**src/rtl/hazard_stall_unit.sv**
```systemverilog
// Stall-side hazard control beside the ID stage: inserts one bubble per load-use hazard
// and freezes the whole pipeline while a cache miss is serviced through a req/ready handshake.
module hazard_stall_unit #(
  parameter int MAX_WAIT = 64,
  parameter int CNT_W    = 16
) (
  input  logic             clk,
  input  logic             rst,
  input  logic [4:0]       ID_Rs,
  input  logic [4:0]       ID_Rt,
  input  logic             ID_UsesRt,
  input  logic             EX_MemRead,
  input  logic [4:0]       EX_WR_out,
  input  logic             I_miss,
  input  logic             D_miss,
  input  logic             mem_ready,
  output logic             PCWrite,
  output logic             IF_ID_Write,
  output logic             ID_EX_Flush,
  output logic             Pipe_Stall,
  output logic             mem_req,
  output logic             mem_sel,
  output logic             miss_err,
  output logic [CNT_W-1:0] stall_cnt
);

  localparam int WAIT_W = $clog2(MAX_WAIT + 1);
  localparam logic [WAIT_W-1:0] WAIT_MAX  = WAIT_W'(MAX_WAIT);
  localparam logic [WAIT_W-1:0] WAIT_LAST = WAIT_W'(MAX_WAIT - 1);

  typedef enum logic [1:0] {
    IDLE  = 2'd0,
    DWAIT = 2'd1,
    IWAIT = 2'd2,
    FILL  = 2'd3
  } state_t;

  state_t            r_state;
  state_t            w_state_next;
  logic [WAIT_W-1:0] r_wait_cnt;
  logic [WAIT_W-1:0] w_wait_next;
  logic              r_miss_err;
  logic [CNT_W-1:0]  r_stall_cnt;
  logic              w_set_err;
  logic              w_lu;
  logic              w_pcwrite;
  logic              w_ifid_write;
  logic              w_flush;
  logic              w_stall;
  logic              w_req;
  logic              w_sel;

  assign w_lu = EX_MemRead && (EX_WR_out != 5'd0) &&
                ((EX_WR_out == ID_Rs) || (ID_UsesRt && (EX_WR_out == ID_Rt)));

  always_comb begin
    w_state_next = r_state;
    w_wait_next  = r_wait_cnt;
    w_set_err    = 1'b0;
    w_pcwrite    = 1'b1;
    w_ifid_write = 1'b1;
    w_flush      = 1'b0;
    w_stall      = 1'b0;
    w_req        = 1'b0;
    w_sel        = 1'b0;
    case (r_state)
      IDLE: begin
        if (D_miss || I_miss) begin
          // A miss freezes rather than bubbles, so it masks any concurrent load-use hazard.
          w_pcwrite    = 1'b0;
          w_ifid_write = 1'b0;
          w_stall      = 1'b1;
          w_wait_next  = '0;
          w_state_next = D_miss ? DWAIT : IWAIT;
        end else if (w_lu) begin
          w_pcwrite    = 1'b0;
          w_ifid_write = 1'b0;
          w_flush      = 1'b1;
        end
      end
      DWAIT, IWAIT: begin
        w_pcwrite    = 1'b0;
        w_ifid_write = 1'b0;
        w_stall      = 1'b1;
        w_req        = 1'b1;
        w_sel        = (r_state == DWAIT);
        if (mem_ready) begin
          w_state_next = FILL;
        end else if (r_wait_cnt != WAIT_MAX) begin
          w_wait_next = r_wait_cnt + 1'b1;
          w_set_err   = (r_wait_cnt == WAIT_LAST);
        end
      end
      FILL: begin
        w_pcwrite    = 1'b0;
        w_ifid_write = 1'b0;
        w_stall      = 1'b1;
        w_state_next = IDLE;
      end
      default: begin
        w_state_next = IDLE;
      end
    endcase
  end

  always_ff @(posedge clk or posedge rst) begin
    if (rst) begin
      r_state     <= IDLE;
      r_wait_cnt  <= '0;
      r_miss_err  <= 1'b0;
      r_stall_cnt <= '0;
    end else begin
      r_state    <= w_state_next;
      r_wait_cnt <= w_wait_next;
      if (w_set_err) begin
        r_miss_err <= 1'b1;
      end
      if (!w_pcwrite && (r_stall_cnt != {CNT_W{1'b1}})) begin
        r_stall_cnt <= r_stall_cnt + 1'b1;
      end
    end
  end

  // Reset forces a bubble into ID/EX and drops any outstanding request at once.
  assign PCWrite     = ~rst & w_pcwrite;
  assign IF_ID_Write = ~rst & w_ifid_write;
  assign ID_EX_Flush = rst | w_flush;
  assign Pipe_Stall  = ~rst & w_stall;
  assign mem_req     = ~rst & w_req;
  assign mem_sel     = ~rst & w_sel;
  assign miss_err    = r_miss_err;
  assign stall_cnt   = r_stall_cnt;

endmodule

```
**config.mk**
```make
export PLATFORM = sky130hd
export DESIGN_NAME = hazard_stall_unit
export DESIGN_NICKNAME = d
export VERILOG_FILES = /design/src/rtl/hazard_stall_unit.sv
export SDC_FILE = /design/constraint.sdc
export NUM_CORES = 1
export LEC_CHECK = 0
export CAP_MARGIN = 20
export CORE_AREA = 2 2 66 68
export CTS_CLUSTER_SIZE = 12
export DETAILED_ROUTE_END_ITERATION = 10
export DIE_AREA = 0 0 68 70
export DONT_BUFFER_PORTS = 1
export PLACE_DENSITY = 0.52
export SETUP_SLACK_MARGIN = 0.1
export SLEW_MARGIN = 20
export SYNTH_ARGS = -nofsm -noshare
export SYNTH_HDL_FRONTEND = slang
export SYNTH_SLANG_ARGS = --single-unit
```
**constraint.sdc**
```tcl
create_clock -name clk -period 5.06 [get_ports clk]
set_input_delay 0.506 -clock clk [delete_from_list [all_inputs] [get_ports clk]]
set_output_delay 0.506 -clock clk [all_outputs]
set_load 0.005 [all_outputs]
```
Yosys cells after proc, flatten, opt, wreduce, memory -nomap -nowiden
Cells that the tools add are included.

storage, ports and cells
  register bits = 26
  bits in latches = 0
  memory bits (writable) = 0
  memory bits (read-only) = 0
  input port bits = 22
  word-level logic and storage cells = 59
  memories = 0

cells by class
  add/subtract/negate cells = 2
  multiply operators = 0
  divide/modulo/power cells = 0
  $lt $le $gt $ge = 0
  equality and inequality tests = 12
  shift-type cells = 0
  mux-type cells = 21
  bitwise gates (word level) = 6
  reduce and logical (&&, ||, !) cells = 14

operator list
  operator                 number
  $mux W7                  3
  $add A16 B1 Y16 const B  1
  $ne A16 B16 Y1 const B   1
  $pmux W7 S2              1
  $mux W1                  11
  $eq A5 B5 Y1             2
  $ne A2 B2 Y1 const B     4
  $add A7 B1 Y7 const B    1
  $eq A7 B6 Y1 const B     1
  $ne A7 B7 Y1 const B     1
  $mux W2                  3
  $pmux W2 S3              1
  $reduce_bool A5 Y1       1
  $and A1 B1 Y1            4
  $eq A2 B2 Y1 const B     2
  $logic_and A1 B1 Y1      4
  $pmux W1 S2              2
  $reduce_and A4 Y1        1
  $reduce_or A3 Y1         1
  $eq A2 B1 Y1 const B     1
  $logic_not A2 Y1         1
  $logic_or A1 B1 Y1       2
  $reduce_and A2 Y1        1
  $reduce_bool A2 Y1       1
  4 further kinds          4

Depth between registers and ports, before layout
  depth after elaboration = 9
  depth in mapped cells = 8

Least setup slack after synthesis
No wires, ideal clock.

  path type = input port to output port
  start = in EX_WR_out[1]
  end = out PCWrite
  data arrival time = 1785 ps
  required time = 4554 ps
  setup slack = 2769 ps
  stages = 6
  buffers on the path = 2
  path through = or4_1 -> o21ai_2 -> o21ai_4 -> buf_6 -> nor2_1 -> buf_4

on the way
  longest elaborated chain between the ends = 8

RTL lines
  element                    RTL line  source
  start, declared            13        input logic [4:0] EX_WR_out,
  $eq A5 B5 Y1               54        ((EX_WR_out == ID_Rs) || (ID_UsesRt && (EX_WR_out == ID_Rt)));
  $logic_and A1 B1 Y1        54
  $logic_or A1 B1 Y1         54
  $logic_and A1 B1 Y1 (*)    53        assign w_lu = EX_MemRead && (EX_WR_out != 5'd0) &&
  $mux W1 (*) (2 in series)  --
  $pmux W1 S2 (*)            --
  $and A1 B1 Y1 (*)          --
  end, declared              17        output logic PCWrite,

Every way passes the cells marked *; elsewhere a longest branch is shown, timed or not.

Worst setup path in the final report
  start = reg r_state[1]
  end = out PCWrite

on the way
  longest elaborated chain between the ends = 4

RTL lines
  element                                              RTL line  source
  start, declared                                      38        state_t r_state;
  start signal, assigned                               113       r_state <= w_state_next;
  $eq A2 B1 Y1 / $eq A2 B2 Y1 (equally long branches)  --
  $reduce_or A3 Y1 (no line)                           --
  $pmux W1 S2 (*)                                      --
  $and A1 B1 Y1 (*)                                    --

Marks and branches as above.

==> summary.md <==
| Metric | Value |
|---|---|
| Run status | `complete, no violations` |
| H-tree levels | `1` |
| Chip height | `70 um` |
| Count of cells resized by post-cts repair | `0` |
| Reported net switching power | `0.301 mW` |
| Sw Ratio | `0.396` |
| Vias | `1,199` |
| Weighted congestion reported at the end of routability-driven placement | `0.793` |
| Kind of launch point of the worst setup path | `flop` |
| Distinct cell type count of the synthesized netlist | `41` |
| Synthesized cell area | `1570 um2` |
| Yosys warns | `0` |
| Detailed-route wire length | `3230 um` |
| Routed length per instance | `14.7 um` |
| Type of destination of the critical path | `output pin` |
| Top-Level Pins | `45` |
| Synthesis-to-layout area growth | `5.34%` |
| Clock network fraction of design power | `0.152` |
| Total chip power | `0.761 mW` |
| Half-perimeter wire length after detailed placement | `2500 um` |
| Routed length on met2 | `1640 um` |
| Comb power frac | `0.410` |
| Inserted Diodes | `0` |
| Cell with the largest stage delay on the worst path | `sky130_fd_sc_hd__nor3_2` |
| Count of flip-flops with a built-in enable after synthesis | `0` |
| Count of buffers inserted at the top-level ports | `0` |
| Critical setup path kind | `reg -> out` |
| Mean cell area of the mapped netlist | `9.40 um2` |
| # hold bufs at CTS | `0` |
| Total power divided by cell area | `461 nW/um2` |
| Setup Total Neg Slack | `0 ps` |
| Count of fill cells added during filler insertion | `412` |
| Setup repair after global routing missed its margin | `no` |
| Cell repeated most along the worst path | `sky130_fd_sc_hd__inv_1` |
| Width of the chip | `68 um` |
| CP Buf/Inv Count | `2` |
| Cell type with the highest aggregate area in the netlist | `sky130_fd_sc_hd__dfrtp_1` |
| Area inside the core boundary | `4140 um2` |
| Final Critical Period | `2590 ps` |
| Total of max-cap violations | `0` |
| Achievable frequency | `0.386 GHz` |
| Post-route worst hold slack | `164 ps` |
| Count of final hold-check violations | `0` |
| Dominant synthesized flop cell | `sky130_fd_sc_hd__dfrtp_1` |
| Part of the power in registers | `0.438` |
| CP Data Arrival Time | `2090 ps` |
| Cell types with the largest area share after synthesis | `sky130_fd_sc_hd__dfrtp_1 (41%), sky130_fd_sc_hd__xnor2_1 (7.3%), sky130_fd_sc_hd__xor2_1 (5.0%), sky130_fd_sc_hd__nand3_1 (4.8%), sky130_fd_sc_hd__ha_1 (4.0%)` |
| Clock latency on the worst-skew pair | `270 ps` |
| Actual slew at the worst max-slew pin | `589 ps` |
| Synthesis-stage register bit count | `26` |
| Final design area excluding fillers | `1650 um2` |
| Worst reg2reg startpoint | `r_state[1]` |
| NumNets Final | `196` |
| IR drop worst, VDD | `210 uV` |
| Crit Path Max Fanout | `17` |
| Antenna violations before repair | `0` |
| Most common cell after layout, fill and taps aside | `sky130_fd_sc_hd__dfrtp_1` |
| Starting DRT DRC Count | `57` |
| Crit-path leading delay family | `simple AND/OR/NAND/NOR gates` |
| Portion of the post-synthesis area used by sequential elements | `0.415` |
| Post-route antenna net violation count | `0` |
| Endpoint of the worst register-to-register path | `stall_cnt[1]` |
| Wl on met1 | `1420 um` |
| Launch point of the worst path | `r_state[1]` |
| CTS Buffer Depth | `2` |
| Worst clock skew on the final layout | `8.49 ps` |
| First-pass GRT wire length | `5560 um` |
| Starting Density | `0.379` |
| Floorplan die area | `4760 um2` |
| CTS root buffer | `sky130_fd_sc_hd__clkbuf_8` |
| Share of synthesized registers carrying an async set or reset | `1.00` |
| Final setup fails | `0` |
| Area share of the largest cell type after synthesis | `0.415` |
| Row cnt | `24` |
| Global route overflow | `0` |
| # DRC | `0` |
| Ratio of cells with drive above 1 in the final layout | `0.0719` |
| Tot GR Track Use | `0.150` |
| Routed length on met3 | `146 um` |
| Post-DR vias/cell | `5.47` |
| Uppermost metal layer occupied by signal nets | `met4` |
| Non-Filler Instances | `219` |
| Headroom to the max-slew limit | `0.605` |
| Share of the clock period used by the worst path after layout | `0.512` |
| Internal power summed over all cells | `0.460 mW` |
| Commonest cells after routing, fill and taps aside | `sky130_fd_sc_hd__dfrtp_1 (26), sky130_fd_sc_hd__nand3_1 (15), sky130_fd_sc_hd__nand2_1 (15), sky130_fd_sc_hd__xnor2_1 (13)` |
| Count of TritonRoute iterations in the first routing pass | `5` |
| Clock transition at the register clock pins on the worst setup and hold paths after CTS | `90 ps` |
| Instance count of the mapped netlist | `167` |
| Worst hold path class | `in -> async` |
| Area of placed instances | `1610 um2` |
| Cells traversed along the worst timing path | `inv_1 > ha_1 > inv_1 > nor3_2 > o21ai_4 > nor2_1` |
| Number of buffers inserted by post-CTS setup repair | `0` |
| Reg-to-reg slack, setup | `2880 ps` |
| Via count of the first global-routing pass | `1,193` |
| Data required time at the worst endpoint | `4550 ps` |
| Fin. max-slew vios | `0` |
| Pin count of the biggest net entering global routing | `28` |
| Clock sink count | `26` |
| Depth of the most critical reg-to-reg path | `7` |
| Number of cells in the design after placement | `216` |
| Clock tree from TritonCTS | `done` |
| Leakage | `0.678 nW` |
| Net count after synthesis | `194` |
| Longest individual stage delay on the worst path | `500 ps` |
| Total CTS buffers | `3` |
[per-stage QoR]
stage | setup slack, ps | utilization
floorplan | 2770 | -
global route | 2260 | 0.399
CTS | 2450 | 0.399
global placement | 2870 | 0.389
finish | 2470 | 0.399
detailed placement | 2760 | 0.389
[power groups by stage]
stage                     Sequential (mW)  Clock, mW  Combinational, mW
after floorplan                     0.321          0              0.265
after detailed placement            0.339          0              0.314
after global routing                0.349      0.132              0.363
final                               0.334      0.116              0.312
after CTS                           0.335      0.121              0.316
after global placement              0.336          0              0.309
[cells by family (layout without fill, tap and decap cells)]
group                      count (synthesis)  after routing  synth area share
AOI/OAI and AO/OA                         28             28             0.118
DFF                                       26             26             0.415
muxes                                      3              3            0.0231
and+or+nand+nor                           71             71             0.246
buffers and inverters                     12             12            0.0359
xor gates and xnor gates                  22             22             0.123
adders and majority gates                  5              5            0.0399
[metal layers]
| layer | GRT usage | vias up |
|---|---|---|
| li1 | - | 597 |
| met1 | 0.204 | 582 |
| met2 | 0.235 | 18 |
| met3 | 0.0338 | 2 |
| met4 | 0.0467 | 0 |
| met5 | 0 | - |
[flip-flops by register name, summed over array words and instances (netlist names)]
register and cells:
stall_cnt 16, r_wait_cnt 7, r_state 2, miss_err 1
[synth_stat cells, drive strengths merged, types with 2 or more instances]
library cell / count
inv: 9
and3: 4
nor2: 11
o31ai: 3
xnor2: 13
o21ai: 13
buf: 2
xor2: 9
nor4: 2
nor3: 4
a21oi: 3
nand3: 15
or2: 2
mux2: 2
dfrtp: 26
nand2b: 2
nor2b: 3
nand2: 15
nand4: 6
o22ai: 2
ha: 5
and2: 3
a31oi: 2
[cell type report]
| cell class | count | area, um2 | area share |
|---|---|---|---|
| inverter | 9 | 33.8 | 0.0204 |
| sequential | 26 | 651 | 0.394 |
| clock buffer | 3 | 41.3 | 0.0250 |
| tap | 52 | 65.1 | 0.0394 |
| multi-input combinational | 129 | 862 | 0.522 |
[worst max path at each step]
stage / end / slack [ps] / depth (start not counted)
floorplan: PCWrite / 2770 / 6
finish: PCWrite / 2470 / 6
global placement: PCWrite / 2870 / 6
CTS: PCWrite / 2450 / 6
detailed placement: PCWrite / 2760 / 6
global route: PCWrite / 2260 / 6
No activity file was read; power rests on OpenSTA's default activity.
